--- config.mk ---
export PLATFORM = sky130hd
export DESIGN_NAME = systolic_result_drain
export DESIGN_NICKNAME = d
export VERILOG_FILES = /design/src/rtl/accel_pkg.sv /design/src/rtl/requant_sat.sv /design/src/rtl/systolic_result_drain.sv
export SDC_FILE = /design/constraint.sdc
export NUM_CORES = 1
export LEC_CHECK = 0
export ABC_CLOCK_PERIOD_IN_PS = 6200
export CAP_MARGIN = 15
export CORE_AREA = 3 3 131 133
export CTS_BUF_LIST = sky130_fd_sc_hd__clkbuf_4 sky130_fd_sc_hd__clkbuf_8
export DETAILED_ROUTE_END_ITERATION = 10
export DIE_AREA = 0 0 134 136
export DONT_BUFFER_PORTS = 1
export GPL_TIMING_DRIVEN = 0
export HOLD_SLACK_MARGIN = 0.08
export PLACE_DENSITY = 0.57
export SLEW_MARGIN = 20
export SYNTH_ARGS = -nofsm -noshare
export SYNTH_HDL_FRONTEND = slang
export SYNTH_SLANG_ARGS = --single-unit
--- constraint.sdc ---
create_clock -name clk -period 6.2 [get_ports clk]
set_clock_uncertainty 0.05 [all_clocks]
set_input_delay 0.62 -clock clk [delete_from_list [all_inputs] [get_ports clk]]
set_output_delay 0.62 -clock clk [all_outputs]
set_load 0.01 [all_outputs]
--- src/rtl/accel_pkg.sv ---
// Shared types and constants for the systolic array result path.
// Holds the drain state encoding, frame geometry and saturation limits.
package accel_pkg;

  typedef enum logic {
    IDLE  = 1'b0,
    DRAIN = 1'b1
  } state_t;

  localparam int NUM_ELEMS = 9;
  localparam int LAST_IDX  = 8;

  function automatic int sat_max(input int out_width);
    return (1 << (out_width - 1)) - 1;
  endfunction

  function automatic int sat_min(input int out_width);
    return -(1 << (out_width - 1));
  endfunction

endpackage

--- src/rtl/requant_sat.sv ---
// Combinational requantizer: round-half-up arithmetic right shift, then
// saturate the result into a signed OUT_WIDTH value.
module requant_sat
  import accel_pkg::*;
#(
  parameter int RESULT_WIDTH = 16,
  parameter int OUT_WIDTH    = 8,
  parameter int SHIFT        = 4
) (
  input  logic signed [RESULT_WIDTH-1:0] x,
  output logic signed [OUT_WIDTH-1:0]    y
);

  localparam logic signed [RESULT_WIDTH:0] MAX_T = (RESULT_WIDTH+1)'(sat_max(OUT_WIDTH));
  localparam logic signed [RESULT_WIDTH:0] MIN_T = (RESULT_WIDTH+1)'(sat_min(OUT_WIDTH));

  logic signed [RESULT_WIDTH:0] ext;
  logic signed [RESULT_WIDTH:0] t;

  assign ext = {x[RESULT_WIDTH-1], x};

  // One extra bit keeps the rounding add from wrapping at the positive limit.
  generate
    if (SHIFT > 0) begin : g_round
      localparam logic signed [RESULT_WIDTH:0] HALF = (RESULT_WIDTH+1)'(1) << (SHIFT - 1);
      logic signed [RESULT_WIDTH:0] sum;
      assign sum = ext + HALF;
      assign t   = sum >>> SHIFT;
    end else begin : g_pass
      assign t = ext;
    end
  endgenerate

  always_comb begin
    y = t[OUT_WIDTH-1:0];
    if (t > MAX_T)
      y = MAX_T[OUT_WIDTH-1:0];
    else if (t < MIN_T)
      y = MIN_T[OUT_WIDTH-1:0];
  end

endmodule

--- src/rtl/systolic_result_drain.sv ---
// Captures a 3x3 result frame from the systolic array and streams the
// requantized elements row-major over a valid/ready handshake.
module systolic_result_drain
  import accel_pkg::*;
#(
  parameter int RESULT_WIDTH = 16,
  parameter int OUT_WIDTH    = 8,
  parameter int SHIFT        = 4
) (
  input  logic                           clk,
  input  logic                           rst,
  input  logic signed [RESULT_WIDTH-1:0] c00_in,
  input  logic signed [RESULT_WIDTH-1:0] c01_in,
  input  logic signed [RESULT_WIDTH-1:0] c02_in,
  input  logic signed [RESULT_WIDTH-1:0] c10_in,
  input  logic signed [RESULT_WIDTH-1:0] c11_in,
  input  logic signed [RESULT_WIDTH-1:0] c12_in,
  input  logic signed [RESULT_WIDTH-1:0] c20_in,
  input  logic signed [RESULT_WIDTH-1:0] c21_in,
  input  logic signed [RESULT_WIDTH-1:0] c22_in,
  input  logic                           valid_in,
  output logic signed [OUT_WIDTH-1:0]    m_data,
  output logic                           m_valid,
  input  logic                           m_ready,
  output logic                           m_last,
  output logic [3:0]                     m_index,
  output logic                           busy,
  output logic                           overrun_err,
  input  logic                           err_clear
);

  state_t state;
  logic signed [RESULT_WIDTH-1:0] frame_buf [NUM_ELEMS];
  logic signed [RESULT_WIDTH-1:0] in_vec    [NUM_ELEMS];
  logic signed [RESULT_WIDTH-1:0] sel;
  logic                           fire;
  logic                           final_beat;

  assign in_vec[0] = c00_in;
  assign in_vec[1] = c01_in;
  assign in_vec[2] = c02_in;
  assign in_vec[3] = c10_in;
  assign in_vec[4] = c11_in;
  assign in_vec[5] = c12_in;
  assign in_vec[6] = c20_in;
  assign in_vec[7] = c21_in;
  assign in_vec[8] = c22_in;

  assign fire       = (state == DRAIN) && m_ready;
  assign final_beat = fire && (m_index == 4'(LAST_IDX));

  always_ff @(posedge clk) begin
    if (rst) begin
      state       <= IDLE;
      m_index     <= '0;
      overrun_err <= 1'b0;
      for (int i = 0; i < NUM_ELEMS; i++) frame_buf[i] <= '0;
    end else begin
      case (state)
        IDLE: begin
          if (valid_in) begin
            for (int i = 0; i < NUM_ELEMS; i++) frame_buf[i] <= in_vec[i];
            state   <= DRAIN;
            m_index <= '0;
          end
        end
        DRAIN: begin
          if (final_beat) begin
            m_index <= '0;
            // A frame arriving exactly on the last handshake chains without a bubble.
            if (valid_in)
              for (int i = 0; i < NUM_ELEMS; i++) frame_buf[i] <= in_vec[i];
            else
              state <= IDLE;
          end else if (fire) begin
            m_index <= m_index + 4'd1;
          end
        end
        default: state <= IDLE;
      endcase

      if ((state == DRAIN) && valid_in && !final_beat)
        overrun_err <= 1'b1;
      else if (err_clear)
        overrun_err <= 1'b0;
    end
  end

  assign m_valid = (state == DRAIN);
  assign busy    = m_valid;
  assign m_last  = m_valid && (m_index == 4'(LAST_IDX));
  assign sel     = frame_buf[m_index];

  requant_sat #(
    .RESULT_WIDTH(RESULT_WIDTH),
    .OUT_WIDTH   (OUT_WIDTH),
    .SHIFT       (SHIFT)
  ) u_requant (
    .x(sel),
    .y(m_data)
  );

endmodule

==> impl_metrics.env, run 1 <==
export IMPL_status="completed"
export IMPL_dpl_hpwl_um=10800
export IMPL_critical_path_max_stage_delay_ns=0.54
export IMPL_firstDrtPassIters=4
export IMPL_core_area_um2=15900
export IMPL_grt_pass1_wl_um=22400
export IMPL_fill_cells=1479
export IMPL_reg2reg_setup_slack_ns=2.70
export IMPL_rsz0062_at_grt="false"
export IMPL_worstPathMaxFanout=10
export IMPL_slowest_stage="or4_4"
export IMPL_cts_htree_levels=4
export IMPL_place_area_um2=6440
export IMPL_path_cells="buf_4 -> mux4_2 -> mux2i_1 -> o31ai_2 -> nand3_1 -> or4_4 -> o21ba_1 -> buf_6 -> a21boi_4 -> o32ai_1"
export IMPL_finalCritPeriodShare_pct=71.9
export IMPL_yosys_most_used_dff="edfxtp_1"
export IMPL_finalSetupViolations=0
export IMPL_hp_start="valid_in"
export IMPL_synthesis_instances=444
export IMPL_relSlewSlack_pct=50.0
export IMPL_gp_congestion=0.775
export IMPL_clk_pin_slew_ns=0.08
export IMPL_ctsHoldBuffers=0
export IMPL_place_inst=662
export IMPL_vias=3601
export IMPL_ff_latch_area_um2=3710
export IMPL_hold_violations=0
export IMPL_synth_cell_types=53
export IMPL_fin_area_um2=6870
export IMPL_pin_count=165
export IMPL_critPathKind="reg2out"
export IMPL_start_util_pct=38.4
export IMPL_r2r_end="frame_buf[7][3]"
export IMPL_crit_required_ns=5.53
export IMPL_grt_usage_pct=17.0
export IMPL_yosys_register_bits=127
export IMPL_multi_input_area_um2=2210
export IMPL_antenna_found_initial=2
export IMPL_clk_latency_ns=0.43
export IMPL_yosysWarnings=0
export IMPL_cts_sinks=127
export IMPL_fin_nets=617
export IMPL_numCtsBuffers=17
export IMPL_rr_startpoint="busy"
export IMPL_cp_top_family="compound AO/OA/AOI/OAI gates"
export IMPL_fin_cells=695
export IMPL_r2r_cells=9
export IMPL_portBuffers=0
export IMPL_hold_ws_ns=0.255
export IMPL_synth_top_cell_by_area="edfxtp_1"
export IMPL_synth_async_reset_ratio_pct=0
export IMPL_powerDensity_nw_per_um2=286
export IMPL_yosysMostFrequentCell="and2_1"
export IMPL_routed_wl_um=15000
export IMPL_vias_per_cell=5.18
export IMPL_remaining_drc_errors=0
export IMPL_postCtsSetupBuffers=0
export IMPL_cts_resized=0
export IMPL_die_w_um=134
export IMPL_synth_commonest_cells="and2_1 (119), edfxtp_1 (117), mux2i_1 (24), nor2_1 (17)"
export IMPL_p_leak_uw=0.00246
export IMPL_cp_end_kind="output pin"
export IMPL_ctsRootBufferMaster="clkbuf_8"
export IMPL_finalCoreUtilization_pct=43.1
export IMPL_max_cap_viol_count=0
export IMPL_synth_top_area_share_pct=57.4
export IMPL_synth_area_top_cells="edfxtp_1 (57%), and2_1 (12%), mux4_2 (5.9%)"
export IMPL_vdd_ir_drop_max_mv=0.168
export IMPL_drt_iter0_markers=162
export IMPL_ys_seq_area_share_pct=60.7
export IMPL_wire_per_inst_um=21.5
export IMPL_hold_path_end="busy"
export IMPL_die_area_um2=18200
export IMPL_fp_dieH_um=136
export IMPL_clockBufferDepth=2
export IMPL_syn_area_um2=6120
export IMPL_rows=46
export IMPL_final_min_clock_period_ns=4.45
export IMPL_min_path_type="in2reg"
export IMPL_drive_above_1_share_pct=15.1
export IMPL_critPathArrivalTime_ns=3.78
export IMPL_grt_max_degree=62
export IMPL_drv_slew=0
export IMPL_syn_to_final_growth_pct=12.3
export IMPL_grt_overflow_total=0
export IMPL_synth_area_per_cell_um2=13.8
export IMPL_tns_ns=0
export IMPL_fmax_mhz=224
export IMPL_ant_nets=0
export IMPL_crit_buf_inv=2
export IMPL_worstHoldPathCells=2
export IMPL_worstMarginPinSlew_ns=0.750
export IMPL_synth_nets=596
export IMPL_first_global_vias=3759
export IMPL_crit_path_start_kind="flop"
export IMPL_synth_edf_count=117
export IMPL_cts_tree="built"
[where the power goes]
group | leakage [µW] | total, µW | internal [µW] | switching [µW]
clock network | 0.000216 | 772 | 448 | 324
registers | 0.00134 | 1020 | 1000 | 17.2
logic | 0.000904 | 174 | 70.8 | 104
total | 0.00246 | 1960 | 1520 | 445
[state kept, by name, indices dropped and copies added, names as in the netlist, named ones only]
signal / count
busy: 1
frame_buf: 117
m_index: 4
overrun_err: 1
[layer usage]
metal	routed length [µm]	part of all wire [%]	track usage, %
met1	6420	43	22.3
met2	7420	50	27.8
met3	855	5.7	3.77
met4	255	1.7	6.23
met5	7	0.047	0
[final cells by class]
type,instances,area share [%]
Antenna cell,1,0.0364
Buffer,27,2.61
Clock buffer,20,3.73
Clock inverter,12,2.44
Inverter,5,0.273
Multi-Input combinational cell,285,32.2
Sequential cell,127,54.1
Tap cell,216,3.94
Timing Repair Buffer,2,0.692
[stage by stage]
step	power (µW)	setup WS [ns]
3_5_place_dp	1210	2.18
3_3_place_gp	1210	0.456
5_1_grt	2040	1.40
2_1_floorplan	1160	1.61
4_1_cts	1980	1.68
6_report	1960	1.75
[how the worst max path moves through the flow]
stage                     start               end  slack (ns)  cells past startpoint
after floorplan            busy  frame_buf[0][10]        1.61                      6
after global placement     busy  frame_buf[4][13]        0.46                      6
after detailed placement   flop         m_data[2]        2.18                     10
after CTS                  flop         m_data[2]        1.68                     10
after global routing       flop         m_data[2]        1.40                     10
final                      flop         m_data[3]        1.75                     10
[kinds of logic (layout without fill, tap and decap cells)]
group / count (synthesis) / in the layout / synth area share, %
AO/OA/AOI/OAI: 52 / 52 / 6.59
XOR/XNOR: 2 / 2 / 0.286
AND/OR/NAND/NOR: 180 / 180 / 17.3
other: 0 / 1 / 0
adder cells (fa/ha/maj): 3 / 3 / 0.614
flip-flops: 127 / 127 / 60.7
multiplexers: 48 / 48 / 11.3
buffers and inverters: 32 / 66 / 3.23
[layout by cell type (no fill, tap or decap), types with 4 or more instances in the layout]
master     count
a21oi_1       10
clkbuf_1      16
nand2_1       16
inv_1          5
dfxtp_1       10
o21ai_0        5
mux2i_1       24
nand3_1        4
clkbuf_8      17
o32ai_1        4
mux2_1         4
and2_1       119
mux2_2         4
nor2_1        17
edfxtp_1     117
o22ai_1        6
buf_4          4
bufinv_16      4
mux4_2        16
nor3_1         5
nand2b_1       4
Power figures use the tool's default switching activity.
==> run 2: changes to the inputs <==
--- a/config.mk
+++ b/config.mk
@@ -5,7 +5,7 @@
 export SDC_FILE = /design/constraint.sdc
 export NUM_CORES = 1
 export LEC_CHECK = 0
-export ABC_CLOCK_PERIOD_IN_PS = 6200
+export ABC_CLOCK_PERIOD_IN_PS = 4400
 export CAP_MARGIN = 15
 export CORE_AREA = 3 3 131 133
 export CTS_BUF_LIST = sky130_fd_sc_hd__clkbuf_4 sky130_fd_sc_hd__clkbuf_8
==> constraint.sdc (replaced) <==
create_clock -name clk -period 4.4 [get_ports clk]
set_clock_uncertainty 0.05 [all_clocks]
set_input_delay 0.44 -clock clk [delete_from_list [all_inputs] [get_ports clk]]
set_output_delay 0.44 -clock clk [all_outputs]
set_load 0.01 [all_outputs]
==> run 2 against run 1 <==
  * Register-to-register slack worse by 1.9 ns
  * Worst hold slack worse by 0.14 ns
  * Routed wire length is 0.49% higher
  * Largest power group unchanged
  * Clock power is 41% higher
  * Non-clock buffer count is 1 higher
  * Critical path depth stayed put
  * Sequential cell count stayed put
  * Utilization is 0.24 points higher
  * Critical path type unchanged
==> impl_metrics.env, run 2 (synthesized netlist as in run 1, its figures left out) <==
export IMPL_finalCoreUtilization_pct=43.3
export IMPL_final_min_clock_period_ns=4.27
export IMPL_drt_iter0_markers=184
export IMPL_crit_path_start_kind="flop"
export IMPL_clk_pin_slew_ns=0.07
export IMPL_worstHoldPathCells=2
export IMPL_relSlewSlack_pct=49.6
export IMPL_clockBufferDepth=2
export IMPL_portBuffers=0
export IMPL_grt_usage_pct=16.9
export IMPL_worstPathMaxFanout=10
export IMPL_r2r_cells=9
export IMPL_power_frac_seq_pct=51.8
export IMPL_numCtsBuffers=17
export IMPL_p_sw_share_pct=21.8
export IMPL_critPathArrivalTime_ns=3.78
export IMPL_final_common_cell="and2_1"
export IMPL_wire_per_inst_um=21.6
export IMPL_cts_htree_levels=4
export IMPL_hold_violations=0
export IMPL_pwr_share_comb_pct=9.0
export IMPL_vdd_ir_drop_max_mv=0.288
export IMPL_crit_required_ns=3.91
export IMPL_rr_startpoint="busy"
export IMPL_start_util_pct=38.4
export IMPL_powerDensity_nw_per_um2=400
export IMPL_dpl_hpwl_um=11000
export IMPL_cts_sinks=127
export IMPL_hp_start="valid_in"
export IMPL_drive_above_1_share_pct=15.9
export IMPL_core_area_um2=15900
export IMPL_clkPwrFrac_pct=39.2
export IMPL_p_int_uw=2160
export IMPL_p_sw_uw=604
export IMPL_min_path_type="in2reg"
export IMPL_max_cap_viol_count=0
export IMPL_fill_cells=1471
export IMPL_fp_dieH_um=136
export IMPL_critPathKind="reg2out"
export IMPL_syn_to_final_growth_pct=12.9
export IMPL_hold_path_end="overrun_err"
export IMPL_first_global_vias=3878
export IMPL_pin_count=165
export IMPL_cts_tree="built"
export IMPL_antenna_found_initial=4
export IMPL_ctsRootBufferMaster="clkbuf_8"
export IMPL_p_leak_uw=0.00249
export IMPL_power_uw=2770
export IMPL_die_area_um2=18200
export IMPL_gp_congestion=0.786
export IMPL_reg2reg_setup_slack_ns=0.79
export IMPL_finalSetupViolations=0
export IMPL_clk_latency_ns=0.44
export IMPL_rows=46
export IMPL_worstMarginPinSlew_ns=0.755
export IMPL_layout_common_cells="and2_1 (119), edfxtp_1 (117), mux2i_1 (23)"
export IMPL_vias_per_cell=5.19
export IMPL_vias=3616
export IMPL_status="completed"
export IMPL_multi_input_area_um2=2220
export IMPL_finalCritPeriodShare_pct=97.1
export IMPL_firstDrtPassIters=4
export IMPL_fin_nets=618
export IMPL_cp_end_kind="output pin"
export IMPL_fmax_mhz=234
export IMPL_largest_reg_flops=117
export IMPL_drv_slew=0
export IMPL_grt_max_degree=57
export IMPL_r2r_end="frame_buf[7][4]"
export IMPL_remaining_drc_errors=0
export IMPL_grt_overflow_total=0
export IMPL_largest_register="frame_buf"
export IMPL_rsz0062_at_grt="true"
export IMPL_routed_wl_um=15000
export IMPL_ant_nets=0
export IMPL_ff_latch_area_um2=3710
export IMPL_die_w_um=134
export IMPL_grt_pass1_wl_um=22500
export IMPL_reg_top3="frame_buf x117, m_index x4"
export IMPL_postCtsSetupBuffers=0
## run 2: stage by stage
step	hold WS (ns)	worst slack, ns	setup TNS (ns)	instance area, µm²	std cells
3_5_place_dp	0.524	0.613	0	6450	662
2_1_floorplan	0.479	1.01	0	6120	444
5_1_grt	0.111	-0.0657	-0.135	6900	696
3_3_place_gp	0.519	0.436	0	6390	660
6_report	0.111	0.128	0	6910	697
4_1_cts	0.0802	0.118	0	6890	695
## run 2: worst max-delay path, stage by stage (launching register included)
cell	delay, ns
dfxtp_1	0.49
buf_4	0.29
mux4_2	0.21
mux2i_1	0.17
o31ai_2	0.41
nand3_1	0.25
or4_4	0.54
o21ba_1	0.20
buf_6	0.14
a21boi_4	0.15
o32ai_1	0.48
## run 2: worst max-delay path by stage
| stage | from | end | slack (ns) |
|---|---|---|---|
| 2_1_floorplan | flop | m_data[2] | 1.01 |
| 3_3_place_gp | busy | frame_buf[4][15] | 0.44 |
| 3_5_place_dp | flop | m_data[2] | 0.61 |
| 4_1_cts | flop | m_data[2] | 0.12 |
| 5_1_grt | flop | m_data[3] | -0.07 |
| 6_report | flop | m_data[3] | 0.13 |
## run 2: per-layer routing
metal / track usage, % / vias to the layer above / share of wire, %
li1: - / 1675 / -
met4: 5.37 / 4 / 1.8
met2: 28.4 / 123 / 50
met1: 21.2 / 1790 / 42
met5: 0 / - / 0.15
met3: 4.92 / 24 / 6.5
## run 2: final cells by class
class | instances | area share (%)
repair buffers | 3 | 0.942
multi-input cells | 285 | 32.2
flip-flops and latches | 127 | 53.8
inverters | 5 | 0.272
clock inverters | 6 | 1.52
well taps | 216 | 3.91
plain buffers | 27 | 2.59
diodes | 2 | 0.0725
clock buffers | 26 | 4.73
## run 2: power groups by stage
stage / Sequential [µW] / Combinational [µW] / Clock [µW]
after floorplan: 1450 / 178 / 0
after global placement: 1460 / 235 / 0
after detailed placement: 1460 / 249 / 0
after CTS: 1430 / 251 / 1110
after global routing: 1440 / 274 / 1160
final: 1430 / 249 / 1090
## run 2: timing repair
action,4_1_cts,5_1_grt
hold buffers,1,0
hold endpoints to repair,1,0
gates resized for setup,0,2
endpoints found under the setup margin,0,4
